`src/rtl/spike_pkg.sv`:
```
// Shared types and helpers for the race-logic temporal encoder.
// Holds the FSM state enum plus the gamma-derived width and NO_SPIKE code.
package spike_pkg;

  typedef enum logic [0:0] {
    IDLE = 1'b0,
    RUN  = 1'b1
  } enc_state_t;

  function automatic int val_w(input int gamma);
    return $clog2(gamma);
  endfunction

  // gamma is a power of two, so gamma-1 is the all-ones lane code
  function automatic logic [31:0] NO_SPIKE(input int gamma);
    return 32'(gamma) - 32'd1;
  endfunction

endpackage

```
`src/rtl/spike_pulse_gen.sv`:
```
// Per-lane spike generator: registers the spike bit for the upcoming slot
// from the next count and the lane value that will be active in that slot.
module spike_pulse_gen
  import spike_pkg::*;
#(
  parameter int GAMMA_CYCLE_WIDTH = 16,
  parameter int PULSE_WIDTH       = 8,
  localparam int VAL_W            = val_w(GAMMA_CYCLE_WIDTH)
) (
  input  logic             clk,
  input  logic             rst,
  input  logic             run_next,
  input  logic [VAL_W-1:0] count_next,
  input  logic [VAL_W-1:0] value,
  output logic             spike
);

  localparam logic [VAL_W-1:0] NO_SPIKE_V = VAL_W'(NO_SPIKE(GAMMA_CYCLE_WIDTH));
  localparam logic [VAL_W:0]   ONE_W      = (VAL_W+1)'(1);
  localparam logic [VAL_W:0]   PULSE_W    = (VAL_W+1)'(PULSE_WIDTH);

  logic           spike_d;
  logic           spike_q;
  logic [VAL_W:0] cnt_ext_s;
  logic [VAL_W:0] first_s;
  logic [VAL_W:0] last_s;

  // One extra bit keeps value+PULSE_WIDTH from wrapping; count never exceeds G-1,
  // so the pulse truncates at gamma end on its own.
  always_comb begin
    cnt_ext_s = {1'b0, count_next};
    first_s   = {1'b0, value} + ONE_W;
    last_s    = {1'b0, value} + PULSE_W;
    spike_d   = 1'b0;
    if (run_next && (value != NO_SPIKE_V)) begin
      spike_d = (cnt_ext_s >= first_s) && (cnt_ext_s <= last_s);
    end else begin
      spike_d = 1'b0;
    end
  end

  // Spike register
  always_ff @(posedge clk or posedge rst) begin
    if (rst) begin
      spike_q <= 1'b0;
    end else begin
      spike_q <= spike_d;
    end
  end

  assign spike = spike_q;

endmodule

```
`src/rtl/temporal_encoder.sv`:
```
// Temporal (race-logic) encoder: turns per-lane values into spikes timed within
// fixed gamma cycles, with a one-deep staging buffer for seamless back-to-back cycles.
module temporal_encoder
  import spike_pkg::*;
#(
  parameter int GAMMA_CYCLE_WIDTH = 16,
  parameter int PULSE_WIDTH       = 8,
  parameter int NUM_INPUTS        = 16,
  localparam int VAL_W            = val_w(GAMMA_CYCLE_WIDTH)
) (
  input  logic                        clk,
  input  logic                        rst,
  input  logic                        in_valid,
  output logic                        in_ready,
  input  logic [NUM_INPUTS*VAL_W-1:0] in_values,
  output logic [NUM_INPUTS-1:0]       output_spikes,
  output logic                        gamma_start,
  output logic [VAL_W-1:0]            gamma_count,
  output logic                        busy
);

  localparam logic [VAL_W-1:0] LAST_SLOT = VAL_W'(GAMMA_CYCLE_WIDTH - 1);
  localparam logic [VAL_W-1:0] ONE_V     = VAL_W'(1);

  enc_state_t                  state_d, state_q;
  logic [VAL_W-1:0]            count_d, count_q;
  logic [NUM_INPUTS*VAL_W-1:0] active_d, active_q;
  logic [NUM_INPUTS*VAL_W-1:0] stage_d, stage_q;
  logic                        stage_full_d, stage_full_q;
  logic                        gamma_start_d, gamma_start_q;
  logic                        busy_d, busy_q;
  logic                        accept_s;

  assign in_ready = !stage_full_q;
  assign accept_s = in_valid && !stage_full_q;

  // Next-state, counter, buffer and handshake logic
  always_comb begin
    state_d       = state_q;
    count_d       = count_q;
    active_d      = active_q;
    stage_d       = stage_q;
    stage_full_d  = stage_full_q;
    gamma_start_d = 1'b0;
    case (state_q)
      IDLE: begin
        count_d = {VAL_W{1'b0}};
        if (accept_s) begin
          state_d       = RUN;
          active_d      = in_values;
          gamma_start_d = 1'b1;
        end else begin
          state_d = IDLE;
        end
      end
      RUN: begin
        if (count_q == LAST_SLOT) begin
          count_d = {VAL_W{1'b0}};
          // A staged vector wins; otherwise a same-edge accept restarts seamlessly
          if (stage_full_q) begin
            active_d      = stage_q;
            stage_full_d  = 1'b0;
            gamma_start_d = 1'b1;
          end else if (accept_s) begin
            active_d      = in_values;
            gamma_start_d = 1'b1;
          end else begin
            state_d = IDLE;
          end
        end else begin
          count_d = count_q + ONE_V;
          if (accept_s) begin
            stage_d      = in_values;
            stage_full_d = 1'b1;
          end else begin
            stage_full_d = stage_full_q;
          end
        end
      end
      default: begin
        state_d      = IDLE;
        count_d      = {VAL_W{1'b0}};
        stage_full_d = 1'b0;
      end
    endcase
    busy_d = (state_d == RUN);
  end

  // Control and buffer registers
  always_ff @(posedge clk or posedge rst) begin
    if (rst) begin
      state_q       <= IDLE;
      count_q       <= {VAL_W{1'b0}};
      active_q      <= {(NUM_INPUTS*VAL_W){1'b0}};
      stage_q       <= {(NUM_INPUTS*VAL_W){1'b0}};
      stage_full_q  <= 1'b0;
      gamma_start_q <= 1'b0;
      busy_q        <= 1'b0;
    end else begin
      state_q       <= state_d;
      count_q       <= count_d;
      active_q      <= active_d;
      stage_q       <= stage_d;
      stage_full_q  <= stage_full_d;
      gamma_start_q <= gamma_start_d;
      busy_q        <= busy_d;
    end
  end

  for (genvar i = 0; i < NUM_INPUTS; i++) begin : g_lane
    spike_pulse_gen #(
      .GAMMA_CYCLE_WIDTH(GAMMA_CYCLE_WIDTH),
      .PULSE_WIDTH      (PULSE_WIDTH)
    ) u_pulse (
      .clk       (clk),
      .rst       (rst),
      .run_next  (state_d == RUN),
      .count_next(count_d),
      .value     (active_d[i*VAL_W +: VAL_W]),
      .spike     (output_spikes[i])
    );
  end

  assign gamma_start = gamma_start_q;
  assign gamma_count = count_q;
  assign busy        = busy_q;

endmodule

```
`config.mk`:
```
export PLATFORM = sky130hd
export DESIGN_NAME = temporal_encoder
export DESIGN_NICKNAME = d
export VERILOG_FILES = /design/src/rtl/spike_pkg.sv /design/src/rtl/spike_pulse_gen.sv /design/src/rtl/temporal_encoder.sv
export SDC_FILE = /design/constraint.sdc
export NUM_CORES = 1
export LEC_CHECK = 0
export BUFFER_PORTS_ARGS = -buffer_cell sky130_fd_sc_hd__buf_4
export CORE_ASPECT_RATIO = 0.5
export CORE_MARGIN = 8
export CORE_UTILIZATION = 45
export DETAILED_ROUTE_END_ITERATION = 7
export MAX_ROUTING_LAYER = met4
export PLACE_DENSITY = 0.69
export SLEW_MARGIN = 10
export SYNTH_ARGS = -nofsm -noshare
export SYNTH_HDL_FRONTEND = slang
export SYNTH_SLANG_ARGS = --single-unit
```
`constraint.sdc`:
```
create_clock -name clk -period 3.95 [get_ports clk]
set_input_delay 0 -clock clk [delete_from_list [all_inputs] [get_ports clk]]
set_output_delay 0 -clock clk [all_outputs]
set_load 0.005 [all_outputs]
```
# Yosys cells after proc, flatten, opt, wreduce, memory -nomap -nowiden
# Cells that the tools add are included.
# op_classes
div,0
n_shift,0
mul,0
eq_ne,17
bitwise,2
n_lt_le_gt_ge,32
addsub,33
n_mux,30
n_reduce_logical,37
# ops
op,n
64-bit two-way mux,3
64-bit one-hot mux with 2 select lines,1
"4-bit by 1-bit adder with 5-bit output, second input constant",16
"4-bit by 4-bit adder with 5-bit output, second input constant",16
4-bit by 5-bit greater-or-equal comparator with 1-bit output,16
4-bit by 5-bit <= comparator with 1-bit output,16
"4-bit != test, second input constant",16
1-bit logical AND,33
1-bit two-way mux,22
4-bit one-hot mux with 2 select lines,1
"4-bit by 1-bit adder with 4-bit output, second input constant",1
"4-bit == test, second input constant",1
4-bit two-way mux,1
1-bit one-hot mux with 2 select lines,2
3-bit AND reduction,1
1-bit inverter,2
2-bit AND reduction,1
2-bit nonzero test,1
1-bit logical NOT,1
# totals
ram_bits,0
n_memories,0
out_inout_bits,23
rom_bits,0
wordCells,173
regBits,151
latch_bits,0

# Depth between registers and ports, before layout
# depth
depth_word,10
ltp_mapped,15
ltp_nobuf,12

# Cells and area by module
# A second synthesis with hierarchy kept.
# unflattened
hier_cells,1215
area_unflattened_um2,12231.7
# modules_own_cells
module,cells_each,instances,area_each_um2
temporal_encoder,671,1,7607.3
spike_pulse_gen,34,16,289.0

# Least setup slack after synthesis
# Ideal clock, no wire load.
# synth_path
kind,flip-flop to flip-flop
from,"register, netlist name busy"
to,register g_lane[9].u_pulse.spike_q
n_path_buf,3
synth_period_minus_slack_ns,4.420
required_ns,3.826
stages_incl_launch_ff,11
path_slack_ns,-0.470
setup_ns,0.124
arrival_time_ns,4.296
cell_sequence,dfrtp_1 > clkbuf_1 > inv_1 > buf_2 > buf_1 > a21oi_1 > ha_1 > nand2b_1 > a311o_1 > a32oi_1 > o21ai_1
# synth_lines
element,line,source
to (signal assigned),spike_pulse_gen.sv:47,spike_q <= spike_d;
to (decl),spike_pulse_gen.sv:23,logic spike_q;

# Final worst setup path
# layout_path
from,register stage_full_q
to,register g_lane[6].u_pulse.spike_q
# layout_via
elab_chain_cells,10
# layout_lines
element,line,source
from (decl),temporal_encoder.sv:29,"logic stage_full_d, stage_full_q;"
from (signal assigned),temporal_encoder.sv:104,stage_full_q <= stage_full_d;
1-bit logical NOT,temporal_encoder.sv:35,assign accept_s = in_valid && !stage_full_q;
1-bit logical AND,temporal_encoder.sv:35,
64-bit two-way mux,"temporal_encoder.sv:48, temporal_encoder.sv:64",
64-bit two-way mux,temporal_encoder.sv:60,if (stage_full_q) begin
64-bit two-way mux,temporal_encoder.sv:57,if (count_q == LAST_SLOT) begin
64-bit one-hot mux with 2 select lines (*),temporal_encoder.sv:45,case (state_q)
named net active_d[25],temporal_encoder.sv:27,"logic [NUM_INPUTS*VAL_W-1:0] active_d, active_q;"
4-bit by 1-bit adder with 5-bit output or 4-bit by 4-bit adder with 5-bit output (tied branches),"spike_pulse_gen.sv:32, spike_pulse_gen.sv:33",
4-bit by 5-bit greater-or-equal comparator with 1-bit output or 4-bit by 5-bit <= comparator with 1-bit output (tied branches),spike_pulse_gen.sv:36,spike_d = (cnt_ext_s >= first_s) && (cnt_ext_s <= last_s);
1-bit logical AND,spike_pulse_gen.sv:36,
1-bit two-way mux (*),spike_pulse_gen.sv:35,if (run_next && (value != NO_SPIKE_V)) begin
named net g_lane[6].u_pulse.spike_d,spike_pulse_gen.sv:22,logic spike_d;
to (signal assigned),spike_pulse_gen.sv:47,
to (decl),spike_pulse_gen.sv:23,
# Mark *: on every way through the listed nets, which the timed path passes. The rest lies on a longest branch.
# A chain may end at the register's enable or synchronous reset.

==> results.sh <==
export IMPL_path_clk_slew_ns=0.06
export IMPL_fp_dieH_um=128.9
export IMPL_drc=0
export IMPL_cts_tree="done"
export IMPL_switching_share=0.4114
export IMPL_path_cells="nand2b_2 -> buf_4 -> a211oi_1 -> a31oi_1 -> xnor2_1 -> ha_1 -> a21boi_0 -> o21a_1 -> o21ai_0 -> a21oi_1 -> nand4_1 -> o21ai_1"
export IMPL_min_period_ns=3.455
export IMPL_critPathBufInv=1
export IMPL_cpPeakStageDelay_ns=0.64
export IMPL_endpoint_kind="flip-flop"
export IMPL_ctsRootBufferMaster="clkbuf_16"
export IMPL_design_area_mm2=0.01377
export IMPL_grt_max_degree=58
export IMPL_syn_area_per_cell_um2=9.645
export IMPL_ys_seq_elements=151
export IMPL_drv_slew=0
export IMPL_worstPathArrival_ns=3.82
export IMPL_power_total_mw=9.575
export IMPL_rows=41
export IMPL_rsz0062_at_grt="false"
export IMPL_synth_edf_count=0
export IMPL_synth_top_area_share=0.3295
export IMPL_drtAntennaViolNets=0
export IMPL_irDropWorstVdd_v=0.0003891
export IMPL_crit_family="compound AO/OA/AOI/OAI gates"
export IMPL_placed_area_mm2=0.01250
export IMPL_vias=10110
export IMPL_drt_iter0_drc=817
export IMPL_skew_ns=0.01328
export IMPL_p_sw_mw=3.939
export IMPL_cts_hold_buf=65
export IMPL_max_freq_mhz=289.4
export IMPL_cts_resized=0
export IMPL_synth_main_ff_cell="dfrtp_1"
export IMPL_cp_slowest_cell="dfrtp_2"
export IMPL_p_per_area_mw_per_mm2=695.5
export IMPL_post_drt_wl_per_cell_um=19.69
export IMPL_ys_types=52
export IMPL_grt_usage=0.2183
export IMPL_tns_ns=0
export IMPL_vias_per_cell=6.026
export IMPL_fillers=2192
export IMPL_grt_pass1_wl_um=54090
export IMPL_initial_utilization=0.4562
export IMPL_setup_viol=0
export IMPL_synth_area_top_cells="dfrtp_1, ha_1, mux2_2, nand2_1, xnor2_1"
export IMPL_nets=1517
export IMPL_worstMarginPinSlew_ns=0.7759
export IMPL_area_growth_syn_to_layout_pct=20.04
export IMPL_pwr_share_clk=0.182
export IMPL_power_frac_comb=0.557
export IMPL_grt_remaining_overflow=0
export IMPL_async_flop_share=1.000
export IMPL_numCtsBuffers=17
export IMPL_status="finished clean"
export IMPL_numClockSinks=151
export IMPL_final_seq_area_mm2=0.003784
export IMPL_drt_pre_antenna_iters=5
export IMPL_clk_latency_ns=0.45
export IMPL_ioPinCount=90
export IMPL_die_x_um=241.8
export IMPL_routabilityCongestion=0.8740
export IMPL_cp_start_kind="flip-flop"
export IMPL_first_global_vias=10590
export IMPL_core_area_mm2=0.02514
export IMPL_dp_hpwl_um=21860
export IMPL_power_leakage_nw=6.151
export IMPL_syn_num_nets=1386
export IMPL_wl_um=33020
export IMPL_cp_max_fo=28
export IMPL_final_period_utilization=0.8748
export IMPL_crit_type="reg -> reg"
export IMPL_cap_violations=0
export IMPL_htree_levels=4
export IMPL_ys_warnings_count=0
export IMPL_hold_viol=0
export IMPL_antenna_found_initial=1
export IMPL_maxSlewHeadroom=0.4816
export IMPL_power_frac_seq=0.261
export IMPL_hold_path_class="in -> reg"
export IMPL_cts_max_path_buffers=2
export IMPL_die_area_mm2=0.03116
export IMPL_drive_above_1_share=0.2110
export IMPL_yosys_area_top_type="dfrtp_1"
export IMPL_synth_yosys_seq_area_share=0.3295
export IMPL_cp_required_ns=4.31
export IMPL_p_int_mw=5.636
export IMPL_multi_input_comb_area_mm2=0.006992
export IMPL_synth_area_mm2=0.01147
export IMPL_postCtsSetupBuffers=0
export IMPL_io_buffers=89
export IMPL_synth_cells=1189
==> area by class of cell <==
type	instances	share of cell area
Multi-Input combinational cell	889	0.5079
Sequential cell	151	0.2748
Timing Repair Buffer	192	0.1220
Clock buffer	21	0.03417
Tap cell	344	0.03126
Inverter	69	0.01909
Clock inverter	10	0.01063
Antenna cell	1	0.0001818
==> tightest hold or removal path, cell delays in order <==
cell	delay, ns
buf_4	0.24
a21oi_1	0.19
a21oi_1	0.05
==> flip-flops by register name, summed over array words and instances (netlist names) <==
name,count
gamma_start,1
gamma_count,4
active_q,64
stage_q,64
stage_full_q,1
busy,1
g_lane.u_pulse.spike,16
==> cells in the final DEF (no fill, tap or decap), drive strengths merged, types with 49 or more instances in the layout <==
master	synthesis	final
a32oi	65	65
buf	68	127
dfrtp	151	151
dlygate4sd3	0	65
ha	130	130
inv	66	65
mux2	79	79
nand2	140	140
o21ai	68	68
xnor2	49	49
==> metal layers <==
layer,part of all wire,track usage,up-vias
met4,0.037,0.1070,0
met1,0.43,0.2529,5031
met5,0,-,-
li1,-,-,4667
met2,0.48,0.3686,317
met3,0.048,0.03910,91
==> logic make-up (layout without fill, tap and decap cells) <==
family / Yosys count / in the layout / synth area share
other: 0 / 1 / 0
AOI/OAI and AO/OA: 317 / 317 / 0.2118
muxes: 87 / 87 / 0.08455
adders and majority gates: 130 / 130 / 0.1418
xor gates and xnor gates: 49 / 49 / 0.03742
and+or+nand+nor: 306 / 306 / 0.1297
DFF: 151 / 151 / 0.3295
buffers and inverters: 149 / 292 / 0.06524
==> metrics by stage <==
step | util | setup WS [ns] | std cells | hold slack (ns)
after detailed placement | 0.4972 | 0.5821 | 1580 | 0.1736
after global placement | 0.4972 | 0.7039 | 1580 | 0.1805
after floorplan | - | 0.3214 | 1189 | 0.1505
after CTS | 0.5476 | 0.5489 | 1676 | 0.06706
after global routing | 0.5477 | 0.2287 | 1677 | 0.1129
final | 0.5477 | 0.4947 | 1677 | 0.08694
==> power groups by stage <==
| stage | logic [mW] | clock network (mW) | registers, mW |
|---|---|---|---|
| CTS | 5.32 | 1.77 | 2.49 |
| finish | 5.33 | 1.74 | 2.50 |
| global placement | 4.91 | 0 | 2.49 |
| detailed placement | 5.21 | 0 | 2.51 |
| global route | 6.07 | 1.83 | 2.57 |
| floorplan | 4.07 | 0 | 2.40 |
==> final timing paths <==
check,cells after the start,slack (ns),from,endpoint
worst max-delay path,12,0.49,stage_full_q,g_lane[6].u_pulse.spike
worst min-delay path,3,0.09,in_valid,stage_full_q
worst max register to register,12,0.49,stage_full_q,g_lane[6].u_pulse.spike
worst min register to register,1,0.50,stage_q[37],stage_q[37]
max in group asynchronous,4,2.56,rst,stage_full_q
min in group asynchronous,3,0.25,rst,stage_q[53]
==> cells in the mapped netlist (22+ instances only) <==
cell	instances
a21oi_1	31
buf_2	31
ha_1	130
nand3_1	36
nor3_1	35
dfrtp_1	151
o22ai_1	36
o21a_1	25
inv_1	64
a32oi_1	47
o21ai_0	45
o21ai_1	22
xnor2_1	49
buf_4	30
mux2_2	79
nand2b_1	25
nand2_1	140
No activity file was read; power rests on OpenSTA's default activity.
